[config.mk]
export PLATFORM = sky130hd
export DESIGN_NAME = inst_fetch_unit_flat
export DESIGN_NICKNAME = d
export VERILOG_FILES = /design/src/rtl/inst_fetch_unit_pkg.sv /design/src/rtl/inst_fetch_unit_if.sv /design/src/rtl/inst_fetch_unit_imm_extend.sv /design/src/rtl/inst_fetch_unit.sv /design/src/flat_wrapper.sv
export SDC_FILE = /design/constraint.sdc
export NUM_CORES = 1
export LEC_CHECK = 0
export CORE_MARGIN = 2
export CORE_UTILIZATION = 40
export DETAILED_ROUTE_END_ITERATION = 8
export PLACE_DENSITY = 0.74
export SLEW_MARGIN = 20
export SYNTH_ARGS = -nofsm -noshare
export SYNTH_HDL_FRONTEND = slang
export SYNTH_SLANG_ARGS = --single-unit
[constraint.sdc]
create_clock -name clk -period 4.9 [get_ports clk]
set_clock_uncertainty 0.05 [all_clocks]
set_input_delay 1.47 -clock clk [delete_from_list [all_inputs] [get_ports clk]]
set_output_delay 1.47 -clock clk [all_outputs]
set_load 0.02 [all_outputs]
[src/rtl/inst_fetch_unit_pkg.sv]
// Shared ISA constants, IR field positions and fetch FSM states
// for the fetch stage and the control unit.
package inst_fetch_unit_pkg;

  localparam logic [5:0] OP_NOP  = 6'd0;
  localparam logic [5:0] OP_ALU  = 6'd1;
  localparam logic [5:0] OP_LW   = 6'd2;
  localparam logic [5:0] OP_SW   = 6'd3;
  localparam logic [5:0] OP_BEQ  = 6'd4;
  localparam logic [5:0] OP_JUMP = 6'd5;

  localparam int IR_RI_HI  = 25;
  localparam int IR_RI_LO  = 21;
  localparam int IR_RK_HI  = 20;
  localparam int IR_RK_LO  = 16;
  localparam int IR_I26_HI = 25;
  localparam int IR_I16_HI = 15;

  typedef enum logic [1:0] {
    S_IDLE  = 2'd0,
    S_FETCH = 2'd1,
    S_ISSUE = 2'd2,
    S_HALT  = 2'd3
  } fetch_state_e;

endpackage

[src/rtl/inst_fetch_unit_if.sv]
// Instruction-memory request/ack bus between fetch stage
// (master) and instruction memory (slave).
interface inst_fetch_unit_if #(
  parameter int ADDR_SIZE = 8,
  parameter int DATA_SIZE = 32
);
  logic                 imem_req;
  logic [ADDR_SIZE-1:0] imem_addr;
  logic                 imem_ack;
  logic [DATA_SIZE-1:0] imem_rdata;

  modport master (
    output imem_req,
    output imem_addr,
    input  imem_ack,
    input  imem_rdata
  );

  modport slave (
    input  imem_req,
    input  imem_addr,
    output imem_ack,
    output imem_rdata
  );
endinterface

[src/rtl/inst_fetch_unit_imm_extend.sv]
// Immediate extractor: sign-extends IR[25:0] or IR[15:0]
// to full data width, selected by ext_sel.
module inst_fetch_unit_imm_extend
  import inst_fetch_unit_pkg::*;
#(
  parameter int DATA_SIZE = 32
) (
  input  logic [DATA_SIZE-1:0] i_ir,
  input  logic                 i_ext_sel,
  output logic [DATA_SIZE-1:0] o_imme
);

  logic [DATA_SIZE-1:0] w_imm26;
  logic [DATA_SIZE-1:0] w_imm16;

  assign w_imm26 = {{(DATA_SIZE-IR_I26_HI-1){i_ir[IR_I26_HI]}},
                    i_ir[IR_I26_HI:0]};
  assign w_imm16 = {{(DATA_SIZE-IR_I16_HI-1){i_ir[IR_I16_HI]}},
                    i_ir[IR_I16_HI:0]};
  assign o_imme  = i_ext_sel ? w_imm26 : w_imm16;

endmodule

[src/rtl/inst_fetch_unit.sv]
// Fetch stage: PC, IR and handshaked instruction fetch,
// one instruction per ISSUE cycle, sticky halt on error.
module inst_fetch_unit
  import inst_fetch_unit_pkg::*;
#(
  parameter int ADDR_SIZE   = 8,
  parameter int DATA_SIZE   = 32,
  parameter int CODE_SIZE   = 6,
  parameter int RESET_PC    = 0,
  parameter int ACK_TIMEOUT = 16
) (
  input  logic                 clk,
  input  logic                 rst_n,
  input  logic                 stall,
  inst_fetch_unit_if.master    imem,
  input  logic                 pc_sel,
  input  logic                 ext_sel,
  output logic                 instr_valid,
  output logic [CODE_SIZE-1:0] i_code,
  output logic [4:0]           ri,
  output logic [4:0]           rk,
  output logic [DATA_SIZE-1:0] imme,
  output logic [ADDR_SIZE-1:0] pc,
  output logic                 halted
);

  localparam int TW = $clog2(ACK_TIMEOUT) + 1;

  fetch_state_e         r_state;
  logic [ADDR_SIZE-1:0] r_pc;
  logic [DATA_SIZE-1:0] r_ir;
  logic                 r_req;
  logic                 r_valid;
  logic                 r_halted;
  logic [TW-1:0]        r_timer;

  logic [ADDR_SIZE-1:0] w_pc_inc;
  logic [ADDR_SIZE-1:0] w_next_pc;
  logic [CODE_SIZE-1:0] w_rd_op;
  logic                 w_rd_legal;
  logic                 w_timeout;
  logic [DATA_SIZE-1:0] w_imme;

  inst_fetch_unit_imm_extend #(
    .DATA_SIZE (DATA_SIZE)
  ) u_imm (
    .i_ir      (r_ir),
    .i_ext_sel (ext_sel),
    .o_imme    (w_imme)
  );

  // Branch target arithmetic wraps modulo the address space.
  assign w_pc_inc   = r_pc + ADDR_SIZE'(1);
  assign w_next_pc  = pc_sel ? w_pc_inc + w_imme[ADDR_SIZE-1:0]
                             : w_pc_inc;
  assign w_rd_op    = imem.imem_rdata[DATA_SIZE-1 -: CODE_SIZE];
  assign w_rd_legal = (w_rd_op <= CODE_SIZE'(OP_JUMP));
  assign w_timeout  = (r_timer == TW'(ACK_TIMEOUT - 1));

  always_ff @(posedge clk or negedge rst_n) begin
    if (!rst_n) begin
      r_state  <= S_IDLE;
      r_pc     <= ADDR_SIZE'(RESET_PC);
      r_ir     <= '0;
      r_req    <= 1'b0;
      r_valid  <= 1'b0;
      r_halted <= 1'b0;
      r_timer  <= '0;
    end else begin
      unique case (r_state)
        S_IDLE: begin
          r_state <= S_FETCH;
          r_req   <= 1'b1;
          r_timer <= '0;
        end
        S_FETCH: begin
          if (imem.imem_ack) begin
            r_ir    <= imem.imem_rdata;
            r_timer <= '0;
            r_req   <= 1'b0;
            if (w_rd_legal) begin
              r_state <= S_ISSUE;
              r_valid <= 1'b1;
            end else begin
              r_state  <= S_HALT;
              r_halted <= 1'b1;
            end
          end else if (w_timeout) begin
            r_state  <= S_HALT;
            r_req    <= 1'b0;
            r_halted <= 1'b1;
          end else begin
            r_timer <= r_timer + TW'(1);
          end
        end
        S_ISSUE: begin
          if (!stall) begin
            r_pc    <= w_next_pc;
            r_state <= S_FETCH;
            r_valid <= 1'b0;
            r_req   <= 1'b1;
          end
        end
        S_HALT: begin
          r_req    <= 1'b0;
          r_valid  <= 1'b0;
          r_halted <= 1'b1;
        end
      endcase
    end
  end

  assign imem.imem_req  = r_req;
  assign imem.imem_addr = r_pc;
  assign instr_valid    = r_valid;
  assign halted         = r_halted;
  assign pc             = r_pc;
  assign i_code         = r_ir[DATA_SIZE-1 -: CODE_SIZE];
  assign ri             = r_ir[IR_RI_HI:IR_RI_LO];
  assign rk             = r_ir[IR_RK_HI:IR_RK_LO];
  assign imme           = w_imme;

endmodule

[src/flat_wrapper.sv]
// flat-port wrapper written by rule: the top's interface ports become plain ports
module inst_fetch_unit_flat import inst_fetch_unit_pkg::*;
#(
  parameter int ADDR_SIZE   = 8,
  parameter int DATA_SIZE   = 32,
  parameter int CODE_SIZE   = 6,
  parameter int RESET_PC    = 0,
  parameter int ACK_TIMEOUT = 16
)
  (clk, rst_n, stall, pc_sel, ext_sel, instr_valid, i_code, ri, rk, imme, pc, halted, imem_imem_req, imem_imem_addr, imem_imem_ack, imem_imem_rdata);
  inst_fetch_unit_if #(.ADDR_SIZE(ADDR_SIZE), .DATA_SIZE(DATA_SIZE)) imem_i ();
  input  logic clk;
  input  logic rst_n;
  input  logic stall;
  input  logic pc_sel;
  input  logic ext_sel;
  output logic instr_valid;
  output logic [CODE_SIZE-1:0] i_code;
  output logic [4:0] ri;
  output logic [4:0] rk;
  output logic [DATA_SIZE-1:0] imme;
  output logic [ADDR_SIZE-1:0] pc;
  output logic halted;
  output wire logic [$bits(imem_i.imem_req)-1:0] imem_imem_req;
  output wire logic [$bits(imem_i.imem_addr)-1:0] imem_imem_addr;
  input wire logic [$bits(imem_i.imem_ack)-1:0] imem_imem_ack;
  input wire logic [$bits(imem_i.imem_rdata)-1:0] imem_imem_rdata;
  assign imem_imem_req = imem_i.imem_req;
  assign imem_imem_addr = imem_i.imem_addr;
  assign imem_i.imem_ack = imem_imem_ack;
  assign imem_i.imem_rdata = imem_imem_rdata;
  inst_fetch_unit #(.ADDR_SIZE(ADDR_SIZE), .DATA_SIZE(DATA_SIZE), .CODE_SIZE(CODE_SIZE), .RESET_PC(RESET_PC), .ACK_TIMEOUT(ACK_TIMEOUT)) u_core (.clk(clk), .rst_n(rst_n), .stall(stall), .imem(imem_i), .pc_sel(pc_sel), .ext_sel(ext_sel), .instr_valid(instr_valid), .i_code(i_code), .ri(ri), .rk(rk), .imme(imme), .pc(pc), .halted(halted));
endmodule
## Word level (Yosys, flattened, before mapping)

Index checks and enable logic that the tools add are counted.

| storage, ports and cells | value |
|---|---|
| output and inout bits | 67 |
| bits in latches | 0 |
| logic and storage cells | 56 |
| memory bits (writable) | 0 |
| bits in registers | 50 |
| memories kept | 0 |
| memory bits (read-only) | 0 |

| operators by class | value |
|---|---|
| magnitude comparators | 1 |
| reduce and logical (&&, ||, !) cells | 12 |
| bitwise gates (word level) | 1 |
| shifts and indexed selects | 0 |
| $mul | 0 |
| div/mod/pow operators | 0 |
| mux-type cells | 22 |
| add/sub/neg operators | 3 |
| eq/ne operators | 10 |

Operators with widths:

| cell | count |
|---|---|
| 32-bit 2-to-1 mux | 1 |
| 1-bit 2-to-1 mux | 10 |
| 5-bit 2-to-1 mux | 2 |
| 5-bit case mux with 2 select lines | 1 |
| 8-bit by 1-bit adder with 8-bit output, second input constant | 1 |
| 8-bit adder | 1 |
| 8-bit 2-to-1 mux | 1 |
| 2-bit AND reduction | 4 |
| 6-bit by 3-bit less-or-equal comparator with 1-bit output, second input constant | 1 |
| 2-bit 2-to-1 mux | 3 |
| 3-bit inequality test, second input constant | 2 |
| 2-bit case mux with 3 select lines | 1 |
| 3-bit AND reduction | 2 |
| 3-bit nonzero test | 2 |
| 5-bit by 1-bit adder with 5-bit output, second input constant | 1 |
| 5-bit by 4-bit equality test with 1-bit output, second input constant | 1 |
| 2-bit equality test, second input constant | 2 |
| 2-bit inequality test, second input constant | 2 |
| 1-bit case mux with 4 select lines | 1 |
| 4-bit AND reduction | 1 |
| 2-bit nonzero test | 2 |
| 3-bit by 2-bit inequality test with 1-bit output, second input constant | 1 |
| 1-bit case mux with 3 select lines | 1 |
| 2-bit by 1-bit equality test with 1-bit output, second input constant | 1 |
| other kinds (4) | 4 |

## Longest topological paths before layout

Gate-level depths: netlist of run 1.

| logic depth | value |
|---|---|
| depth after elaboration | 4 |
| gate-level depth with buffers | 10 |
| gate-level depth less buffers | 10 |

## By module

A second synthesis of run 1 with hierarchy kept.

| second synthesis, totals | value |
|---|---|
| cell total of the unflattened synthesis | 288 |
| area total of the unflattened synthesis | 3075.4 um2 |

By module, submodules not included:

| module | area each (um2) | instances | cells an instance |
|---|---|---|---|
| inst_fetch_unit | 2743.9 | 1 | 254 |
| inst_fetch_unit_imm_extend | 331.6 | 1 | 34 |

## Worst setup path before layout of run 1

No wires, ideal clock.

| path | value |
|---|---|
| path type | input to output |
| start point | in ext_sel |
| end point | out imme[26] |
| path slack | 1.057 ns |
| arrival time | 2.323 ns |
| cell stages on the path | 4 |
| cells stage by stage | nand2b_1 -> clkbuf_1 -> nand2_1 -> buf_4 |

| on the way | value |
|---|---|
| longest elaborated chain between the ends | 1 |

RTL lines:

| item | RTL line | source |
|---|---|---|
| start, declared | flat_wrapper.sv:16 | `input logic ext_sel;` |
| 32-bit 2-to-1 mux | inst_fetch_unit_imm_extend.sv:20 | `assign o_imme = i_ext_sel ? w_imm26 : w_imm16;` |
| end, declared | flat_wrapper.sv:21 | `output logic [DATA_SIZE-1:0] imme;` |

Every way passes these cells.

## Worst setup path in the final report of run 1

| path | value |
|---|---|
| start point | in ext_sel |
| end point | out imme[31] |

The elaborated chain is that of the path after synthesis.

==> results of run 1 <==
registers in the layout, summed over array words and instances (netlist names):
| signal | cells |
|---|---|
| u_core.halted | 1 |
| u_core.imem.imem_addr | 8 |
| u_core.imem.imem_req | 1 |
| u_core.instr_valid | 1 |
| u_core.r_ir | 32 |
| u_core.r_state | 2 |
| u_core.r_timer | 5 |
synth_stat cells (all sizes together), types with 2 or more instances:
cell type / instances / area [um^2]
ha: 11 / 138
xnor2: 3 / 26.3
nand4: 4 / 25.0
a21boi: 2 / 15.0
and3: 4 / 25.0
xor2: 6 / 52.6
nor2: 10 / 37.5
dfrtp: 50 / 1250
nor3b: 2 / 15.0
a21o: 2 / 15.0
and2: 2 / 12.5
nand3: 4 / 20.0
inv: 7 / 26.3
a21oi: 12 / 60.1
buf: 20 / 131
nand2b: 6 / 37.5
o21ai: 17 / 85.1
a22oi: 3 / 22.5
o21a: 2 / 15.0
nand2: 120 / 450
o22ai: 3 / 18.8
nor3: 3 / 15.0
clkbuf: 8 / 30.0
mux2: 5 / 56.3
worst max-delay path: cells and delay by family:
family        cells  cell delay, ns
simple gates      2            0.56
buf+inv           2            1.06
kinds of logic after synthesis:
family                   count (synthesis)  synth area share [%]
buffers and inverters                   35                  6.79
XOR/XNOR                                 9                  2.85
flip-flops                              50                  45.2
AND/OR/NAND/NOR                        163                  25.3
adder cells (fa/ha/maj)                 12                  5.70
AO/OA/AOI/OAI                           52                  11.7
multiplexers                             6                  2.40
through the flow:
| stage | area, um^2 | total power, mW |
|---|---|---|
| 6_report | 3870 | 1.08 |
| 5_1_grt | 3870 | 1.14 |
| 4_1_cts | 3870 | 1.09 |
| 3_5_place_dp | 3760 | 0.801 |
| 3_3_place_gp | 3760 | 0.795 |
| 2_1_floorplan | 2770 | 0.642 |
cell usage in the layout (no fill, tap or decap), types with 4 or more instances in the layout:
cell type / n
clkdlybuf4s50_1: 103
ha_1: 11
clkbuf_8: 5
nand3_1: 4
nor2_1: 10
and3_1: 4
mux2_2: 5
nand2_1: 120
nand2b_1: 6
a21oi_1: 12
nand4_1: 4
inv_1: 6
dfrtp_1: 50
o21ai_0: 17
xor2_1: 6
area by class of cell:
type | count | share of cell area (%)
clock inverters | 3 | 1.03
clock buffers | 5 | 1.78
inverters | 7 | 0.679
well taps | 80 | 2.59
flip-flops and latches | 50 | 32.3
repair buffers | 107 | 27.3
multi-input cells | 242 | 34.3
worst min-delay path by stage:
stage                                          to  slack (ns)
global route            u_core.halted$_DFFE_PN0P_        0.45
detailed placement      u_core.halted$_DFFE_PN0P_        0.40
CTS                     u_core.halted$_DFFE_PN0P_        0.43
finish                  u_core.halted$_DFFE_PN0P_        0.42
floorplan           u_core.r_timer[4]$_DFFE_PN0P_        0.40
global placement        u_core.halted$_DFFE_PN0P_        0.40
layer usage:
| layer | vias up | track usage, % |
|---|---|---|
| met4 | 0 | 5.17 |
| met2 | 87 | 28.7 |
| met1 | 1170 | 22.5 |
| li1 | 1254 | - |
| met3 | 8 | 4.83 |
| met5 | - | 0 |
power by group through the flow:
| stage | logic [mW] | clock network, mW | registers [mW] |
|---|---|---|---|
| global placement | 0.307 | 0 | 0.488 |
| CTS | 0.314 | 0.299 | 0.481 |
| floorplan | 0.115 | 0 | 0.527 |
| finish | 0.310 | 0.291 | 0.481 |
| global route | 0.336 | 0.318 | 0.486 |
| detailed placement | 0.313 | 0 | 0.488 |
==> results.py, run 1 <==
metrics = {
    "power_and_ir_drop": {
        "p_sw_uw": 326,
        "pwr-share-seq_pct": 44.5,
        "vdd.ir_drop.worst_mv": 0.172,
        "internal_power_uw": 756,
        "leakage_nw": 1.82,
        "clock_power_share_pct": 26.9,
        "combPwrFrac_pct": 28.7,
        "netSwitchingFraction_pct": 30.2,
        "p_per_area_nw_per_um2": 280,
    },
    "clocking": {
        "cts.hold.buffers_added": 0,
        "post-cts-setup-buffer-count": 0,
        "clk_pin_slew_ns": 0.09,
        "cts_made_buffers": 5,
        "cts_num_sinks": 50,
        "cts_tree": "yes",
        "htree_levels": 2,
        "post_cts_resize_count": 0,
        "clock_latency_on_the_worst_skew_pair_ns": 0.30,
        "ctsRootBufferMaster": "clkbuf_8",
        "cts_max_path_buffers": 2,
    },
    "sta": {
        "setup_ws_final_ns": 0.295,
        "max_freq_mhz": 217,
        "min_cycle_time_layout_ns": 4.61,
        "slew_violations": 0,
        "tightest_slew_ns": 0.935,
        "tns_ns": 0,
        "setup-violations-final": 0,
        "finalHoldViolCount": 0,
        "worst_case_hold_slack_ns": 0.421,
        "setup_repair_after_global_routing_missed_its_margin": "no",
        "max-slew-margin-rel_pct": 36.0,
        "period_share_pct": 94.0,
    },
    "floorplanning": {
        "pin_count": 105,
        "start_util_pct": 40.9,
        "die_w_um": 87.1,
        "cell_rows": 30,
        "core-area_um2": 6760,
        "die_area_um2": 7590,
        "die_h_um": 87.1,
    },
    "synthesis": {
        "synth_area_um2": 2770,
        "synth_ff_type": "dfrtp_1",
        "avgSynthCellArea_um2": 8.46,
        "synth_cell_type_count": 48,
        "post_synth_inst_count": 327,
        "synth-seq-cells": 50,
        "mappedNetlistNets": 377,
        "synth_enable_flop_cells": 0,
        "ys_async_sr_fraction_pct": 100,
        "synthesis.yosys.warnings": 0,
        "synth-seq-area-share_pct": 45.2,
    },
    "cells_and_area": {
        "layout.core_utilization_pct": 57.3,
        "antenna_cells_inserted": 0,
        "n_fill_cell": 585,
        "finish.net_count": 463,
        "final_cells": 494,
        "area_growth_pct": 40.0,
        "layout-drive-gt1-share_pct": 4.35,
        "register_area_um2": 1250,
        "multi_input_area_um2": 1330,
    },
    "setup_path": {
        "worst_setup_path_startpoint": "ext_sel",
        "timing.rr.start": "u_core.imem.imem_addr[0]$_DFFE_PN0P_",
        "critical-path-top-cell-by-count": "clkdlybuf4s50_1",
        "timing.rr.end": "u_core.imem.imem_addr[7]$_DFFE_PN0P_",
        "crit_path_max_fanout": 10,
        "arrival_ns": 3.09,
        "start_kind": "primary input",
        "worstSetupEndpointType": "primary output",
        "path_cells": "clkdlybuf4s50_1 -> nand2b_1 -> nand2_1 -> clkdlybuf4s50_1",
        "depth_of_the_worst_register_to_register_path": 10,
        "crit_path_top_delay_cell": "clkdlybuf4s50_1",
        "r2r_setup_slack_ns": 2.17,
        "timing.setup.critical_path_class": "primary input to primary output",
        "slowest_delay_ns": 0.65,
        "critical_path_required_ns": 3.38,
        "worst_setup_path_endpoint": "imme[31]",
    },
    "global_routing": {
        "number_of_antenna_violations_at_the_first_check_in_global_routing": 0,
        "grt_first_pass_wirelength_um": 10700,
        "number_of_global_route_vias_before_repair": 2307,
        "track_usage_pct": 17.5,
        "maximum_number_of_pins_on_one_net_before_global_route_repair": 51,
        "grt_remaining_overflow": 0,
    },
    "drt": {
        "routed_wl_um": 6660,
        "top_layer_used": "met4",
        "route.met3.wl_um": 456,
        "route.met2.wl_um": 3230,
        "drt_drc_violations_left": 0,
        "antenna_nets_post_route": 0,
        "detail_route.wl_per_cell_um": 13.5,
        "drt_first_iter_violations": 119,
        "via_per_inst": 5.10,
        "first_pass_iters": 4,
        "route.layer.met1.wl_um": 2870,
        "vias": 2519,
    },
    "status": {
        "status": "finished clean",
    },
    "worst_hold_path": {
        "worst_hold_path_type": "flip-flop to flip-flop",
        "startpoint_of_the_most_critical_hold_path": "u_core.halted$_DFFE_PN0P_",
        "min_delay_path_depth": 1,
    },
    "placement": {
        "globalplace.congestion": 0.821,
        "place.port_buffers": 104,
        "dpl.hpwl_um": 4850,
        "place_worst_setup_slack_ns": 0.297,
        "place.detailed.instances": 486,
    },
    "run": {
        "cap_violations": 0,
    },
}
(Power assumes the default switching activity.)
==> inputs of run 2 (changes only) <==
- CELL_PAD_IN_SITES_DETAIL_PLACEMENT: default -> 0
- CELL_PAD_IN_SITES_GLOBAL_PLACEMENT: default -> 1
- CORE_UTILIZATION: 40 -> 34
- PLACE_DENSITY: 0.74 -> 0.85
==> run 2 against run 1 <==
  * Maximum frequency is 0.43% lower
  * Utilization is 7.4 points lower
  * Power is 0.15% lower
==> results.py, run 2 (synthesis results as in run 1) <==
metrics = {
    "status": {
        "status": "finished clean",
    },
    "cells_and_area": {
        "regMostFlops": "u_core.r_ir",
        "final_cell_area_um2": 3900,
        "most_common_library_cell_in_the_layout_ignoring_fill_and_taps": "nand2_1",
        "largest_register_ff_count": 32,
        "finish.net_count": 463,
        "layout-drive-gt1-share_pct": 4.35,
        "antenna_cells_inserted": 0,
        "layout_common_cells": "120 x nand2_1, 103 x clkdlybuf4s50_1, 50 x dfrtp_1, 17 x o21ai_0, 12 x a21oi_1",
        "final_cells": 516,
        "area_growth_pct": 41.0,
    },
    "power_and_ir_drop": {
        "p_per_area_nw_per_um2": 277,
        "vdd.ir_drop.worst_mv": 0.133,
        "leakage_nw": 1.82,
    },
    "setup_path": {
        "slowest_delay_ns": 0.65,
        "path_buf_inv": 2,
        "depth_of_the_worst_register_to_register_path": 10,
        "critical-path-top-cell-by-count": "clkdlybuf4s50_1",
        "r2r_setup_slack_ns": 2.23,
        "timing.setup.critical_path_class": "primary input to primary output",
        "arrival_ns": 3.11,
        "crit_path_max_fanout": 10,
        "critical_path.top_delay_family": "buffers and inverters",
        "path_cells": "clkdlybuf4s50_1 -> nand2b_1 -> nand2_1 -> clkdlybuf4s50_1",
        "critical_path_required_ns": 3.38,
        "start_kind": "primary input",
        "timing.rr.end": "u_core.imem.imem_addr[7]$_DFFE_PN0P_",
        "crit_path_top_delay_cell": "clkdlybuf4s50_1",
        "timing.rr.start": "u_core.imem.imem_addr[0]$_DFFE_PN0P_",
        "worstSetupEndpointType": "primary output",
        "worstSetupPathDepth": 4,
    },
    "global_routing": {
        "grt_first_pass_wirelength_um": 11400,
        "number_of_global_route_vias_before_repair": 2493,
        "maximum_number_of_pins_on_one_net_before_global_route_repair": 33,
        "track_usage_pct": 16.0,
        "grt_remaining_overflow": 0,
        "number_of_antenna_violations_at_the_first_check_in_global_routing": 0,
    },
    "placement": {
        "place_worst_setup_slack_ns": 0.250,
        "post_dp_cell_area_um2": 3790,
        "globalplace.congestion": 0.778,
        "place.detailed.instances": 508,
        "dpl.hpwl_um": 5070,
        "place.port_buffers": 104,
    },
    "clocking": {
        "cts_max_path_buffers": 2,
        "post_cts_resize_count": 0,
        "clk_pin_slew_ns": 0.10,
        "cts_made_buffers": 5,
        "cts_num_sinks": 50,
        "clock_latency_on_the_worst_skew_pair_ns": 0.30,
        "cts_tree": "yes",
        "htree_levels": 2,
        "ctsRootBufferMaster": "clkbuf_8",
        "cts.hold.buffers_added": 0,
        "post-cts-setup-buffer-count": 0,
    },
    "drt": {
        "via_per_inst": 4.87,
        "antenna_nets_post_route": 0,
        "drt_drc_violations_left": 0,
        "routed_wl_um": 6770,
        "first_pass_iters": 4,
        "vias": 2514,
        "drt_first_iter_violations": 99,
        "detail_route.wl_per_cell_um": 13.1,
    },
    "floorplanning": {
        "core-area_um2": 7810,
        "start_util_pct": 35.4,
        "die_w_um": 94.2,
        "cell_rows": 32,
        "die_area_um2": 8870,
        "die_h_um": 94.2,
        "pin_count": 105,
    },
    "run": {
        "cap_violations": 0,
    },
    "sta": {
        "max-slew-margin-rel_pct": 33.6,
        "setup_ws_final_ns": 0.275,
        "finalHoldViolCount": 0,
        "period_share_pct": 94.4,
        "slew_violations": 0,
        "min_cycle_time_layout_ns": 4.63,
        "setup_repair_after_global_routing_missed_its_margin": "no",
        "tightest_slew_ns": 0.970,
        "max_freq_mhz": 216,
        "tns_ns": 0,
        "setup-violations-final": 0,
    },
    "worst_hold_path": {
        "min_delay_path_depth": 2,
        "hold_path_end": "u_core.r_ir[14]$_DFFE_PN0P_",
        "worst_hold_path_type": "flip-flop to flip-flop",
        "startpoint_of_the_most_critical_hold_path": "u_core.r_ir[14]$_DFFE_PN0P_",
    },
}
==> run 2: worst max-delay path by stage <==
stage | to | start | slack [ns]
after floorplan | imme[26] | ext_sel | 1.06
after global placement | imme[25] | ext_sel | 0.33
after global routing | imme[26] | ext_sel | 0.17
after detailed placement | imme[28] | ext_sel | 0.25
final | imme[30] | ext_sel | 0.27
after CTS | imme[28] | ext_sel | 0.26
==> run 2: final cells by class <==
cell class	instances	area, um^2
Tap cell	102	128
Inverter	7	26.3
Clock inverter	3	40.0
Fill cell	774	3910
Clock buffer	5	68.8
Sequential cell	50	1250
Timing Repair Buffer	107	1060
Multi-Input combinational cell	242	1330
==> run 2: per-stage QoR <==
stage	total power [mW]	utilization, %	hold WS (ns)
floorplan	0.642	-	0.400
global placement	0.798	48.5	0.401
detailed placement	0.802	48.5	0.410
CTS	1.09	49.9	0.437
global route	1.14	49.9	0.449
finish	1.08	49.9	0.433
==> run 2: per-layer routing <==
layer / part of all wire (%) / vias up / global-route usage, %
met2: 49 / 72 / 27.5
met5: 0 / - / 0
li1: - / 1246 / -
met4: 0.62 / 0 / 3.99
met3: 6.3 / 2 / 3.93
met1: 45 / 1194 / 20.2
==> run 2: power breakdown <==
| part | internal (mW) | leakage [nW] | switching (mW) |
|---|---|---|---|
| registers | 0.450 | 0.632 | 0.0318 |
| clock network | 0.151 | 0.0579 | 0.139 |
| logic | 0.156 | 1.13 | 0.154 |
| total | 0.756 | 1.82 | 0.325 |
==> run 2: worst register-to-register path, cell delays in order, from the launching register on <==
cell      delay, ns
dfrtp_1        0.47
ha_1           0.26
and3_1         0.25
nand3_1        0.11
xnor2_1        0.18
ha_1           0.37
nand2_1        0.09
a211o_1        0.29
and3b_1        0.20
o211ai_1       0.15
o311ai_1       0.12
==> inputs of run 3 (changes only) <==
- CORE_UTILIZATION: 34 -> 40
- DONT_BUFFER_PORTS: default -> 1
- PLACE_DENSITY: 0.85 -> 0.71
==> run 3 against run 2 <==
  * Count of clock-buffer cells in the layout is 1 higher
  * Cell count is 25% lower
  * Hold slack better by 0.016 ns
  * Cell area is 27% lower
  * Worst setup slack better by 0.86 ns
  * First-iteration DRC count is 15% lower
  * Critical path type unchanged
  * Largest cell class unchanged
  * Largest power group unchanged
==> results.py, run 3 (synthesis results as in run 1) <==
metrics = {
    "setup_path": {
        "worstSetupEndpointType": "primary output",
        "crit_path_top_delay_cell": "buf_4",
        "timing.setup.critical_path_class": "primary input to primary output",
        "critical_path.top_delay_family": "simple AND/OR/NAND/NOR gates",
        "path_cells": "nand2b_1 -> nand2_1 -> buf_4",
        "depth_of_the_worst_register_to_register_path": 10,
        "crit_path_max_fanout": 11,
        "path_buf_inv": 1,
        "arrival_ns": 2.25,
        "timing.rr.end": "u_core.imem.imem_addr[7]$_DFFE_PN0P_",
        "start_kind": "primary input",
        "critical_path_required_ns": 3.38,
        "slowest_delay_ns": 0.37,
        "timing.rr.start": "u_core.imem.imem_addr[0]$_DFFE_PN0P_",
        "r2r_setup_slack_ns": 1.93,
    },
    "floorplanning": {
        "cell_rows": 30,
        "start_util_pct": 40.9,
        "die_w_um": 87.1,
        "pin_count": 105,
        "die_area_um2": 7590,
        "die_h_um": 87.1,
        "core-area_um2": 6760,
    },
    "sta": {
        "min_cycle_time_layout_ns": 3.77,
        "setup_repair_after_global_routing_missed_its_margin": "no",
        "period_share_pct": 76.9,
        "max_freq_mhz": 266,
        "setup_ws_final_ns": 1.13,
        "setup-violations-final": 0,
        "slew_violations": 0,
        "tns_ns": 0,
        "worst_case_hold_slack_ns": 0.449,
        "max-slew-margin-rel_pct": 35.5,
        "finalHoldViolCount": 0,
        "tightest_slew_ns": 0.943,
    },
    "cells_and_area": {
        "final_cells": 388,
        "layout-drive-gt1-share_pct": 4.87,
        "layout_common_cells": "120 x nand2_1, 50 x dfrtp_1, 17 x o21ai_0, 12 x a21oi_1, 11 x ha_1",
        "most_common_library_cell_in_the_layout_ignoring_fill_and_taps": "nand2_1",
        "antenna_cells_inserted": 0,
        "regMostFlops": "u_core.r_ir",
        "finish.net_count": 358,
        "area_growth_pct": 2.40,
        "n_fill_cell": 706,
        "largest_register_ff_count": 32,
    },
    "placement": {
        "place.port_buffers": 0,
        "globalplace.congestion": 0.789,
        "place_worst_setup_slack_ns": 1.12,
        "place.detailed.instances": 381,
        "dpl.hpwl_um": 4270,
    },
    "clocking": {
        "cts_made_buffers": 5,
        "clock_latency_on_the_worst_skew_pair_ns": 0.29,
        "post_cts_resize_count": 0,
        "clk_pin_slew_ns": 0.09,
        "cts_num_sinks": 50,
        "cts_max_path_buffers": 2,
        "cts_tree": "yes",
        "post-cts-setup-buffer-count": 0,
        "ctsRootBufferMaster": "clkbuf_8",
        "htree_levels": 2,
        "cts.hold.buffers_added": 0,
    },
    "drt": {
        "drt_drc_violations_left": 0,
        "antenna_nets_post_route": 0,
        "first_pass_iters": 4,
        "routed_wl_um": 6050,
        "vias": 2075,
        "drt_first_iter_violations": 84,
        "detail_route.wl_per_cell_um": 15.6,
        "via_per_inst": 5.35,
    },
    "global_routing": {
        "track_usage_pct": 16.8,
        "grt_first_pass_wirelength_um": 10100,
        "grt_remaining_overflow": 0,
        "number_of_antenna_violations_at_the_first_check_in_global_routing": 0,
        "number_of_global_route_vias_before_repair": 2063,
        "maximum_number_of_pins_on_one_net_before_global_route_repair": 51,
    },
    "worst_hold_path": {
        "hold_path_end": "u_core.r_timer[4]$_DFFE_PN0P_",
        "worst_hold_path_type": "flip-flop to flip-flop",
        "startpoint_of_the_most_critical_hold_path": "u_core.r_timer[4]$_DFFE_PN0P_",
        "min_delay_path_depth": 2,
    },
    "power_and_ir_drop": {
        "leakage_nw": 1.43,
        "design_power_total_uw": 942,
        "p_per_area_nw_per_um2": 333,
        "vdd.ir_drop.worst_mv": 0.128,
    },
    "run": {
        "cap_violations": 0,
    },
    "status": {
        "status": "finished clean",
    },
}
==> run 3: cell count changes in the layout (fill, tap and decap cells not counted), sizes merged <==
cell,before,now
buf,4,2
clkbuf,5,6
clkdlybuf4s50,103,0
clkinv,2,0
==> run 3: worst min-delay path, stage by stage (launching register included) <==
cell     delay, ns
dfrtp_1       0.35
nand2_1       0.05
o21ai_0       0.07
==> run 3: power by group <==
group | internal [mW] | switching (mW)
Combinational | 0.0414 | 0.0707
Clock | 0.164 | 0.134
Sequential | 0.449 | 0.0841
Total | 0.654 | 0.288
==> run 3: how the worst max path moves through the flow <==
stage / slack [ns] / endpoint / depth (start not counted) / from
finish: 1.13 / imme[30] / 3 / ext_sel
floorplan: 1.06 / imme[26] / 4 / ext_sel
detailed placement: 1.12 / imme[30] / 3 / ext_sel
CTS: 1.12 / imme[30] / 3 / ext_sel
global placement: 1.13 / imme[30] / 3 / ext_sel
global route: 1.02 / imme[28] / 3 / ext_sel
==> run 3: final cells by class <==
type	count	area, um^2	area share, %
timing repair buffer	2	15.0	0.530
inverter	7	26.3	0.928
clock buffer	6	82.6	2.92
tap	80	100	3.54
sequential	50	1250	44.2
clock inverter	1	30.0	1.06
multi-input combinational	242	1330	46.8
==> run 3: per-stage QoR <==
| stage | cell area (um^2) | utilization (%) |
|---|---|---|
| 2_1_floorplan | 2770 | - |
| 3_3_place_gp | 2720 | 40.2 |
| 3_5_place_dp | 2720 | 40.2 |
| 4_1_cts | 2830 | 41.9 |
| 5_1_grt | 2830 | 41.9 |
| 6_report | 2830 | 41.9 |
==> run 3: per-layer routing <==
metal | track usage [%] | wire length (um)
met1 | 22.8 | 2690
met2 | 26.2 | 2840
met3 | 5.69 | 492
met4 | 3.78 | 29
met5 | 0 | 0
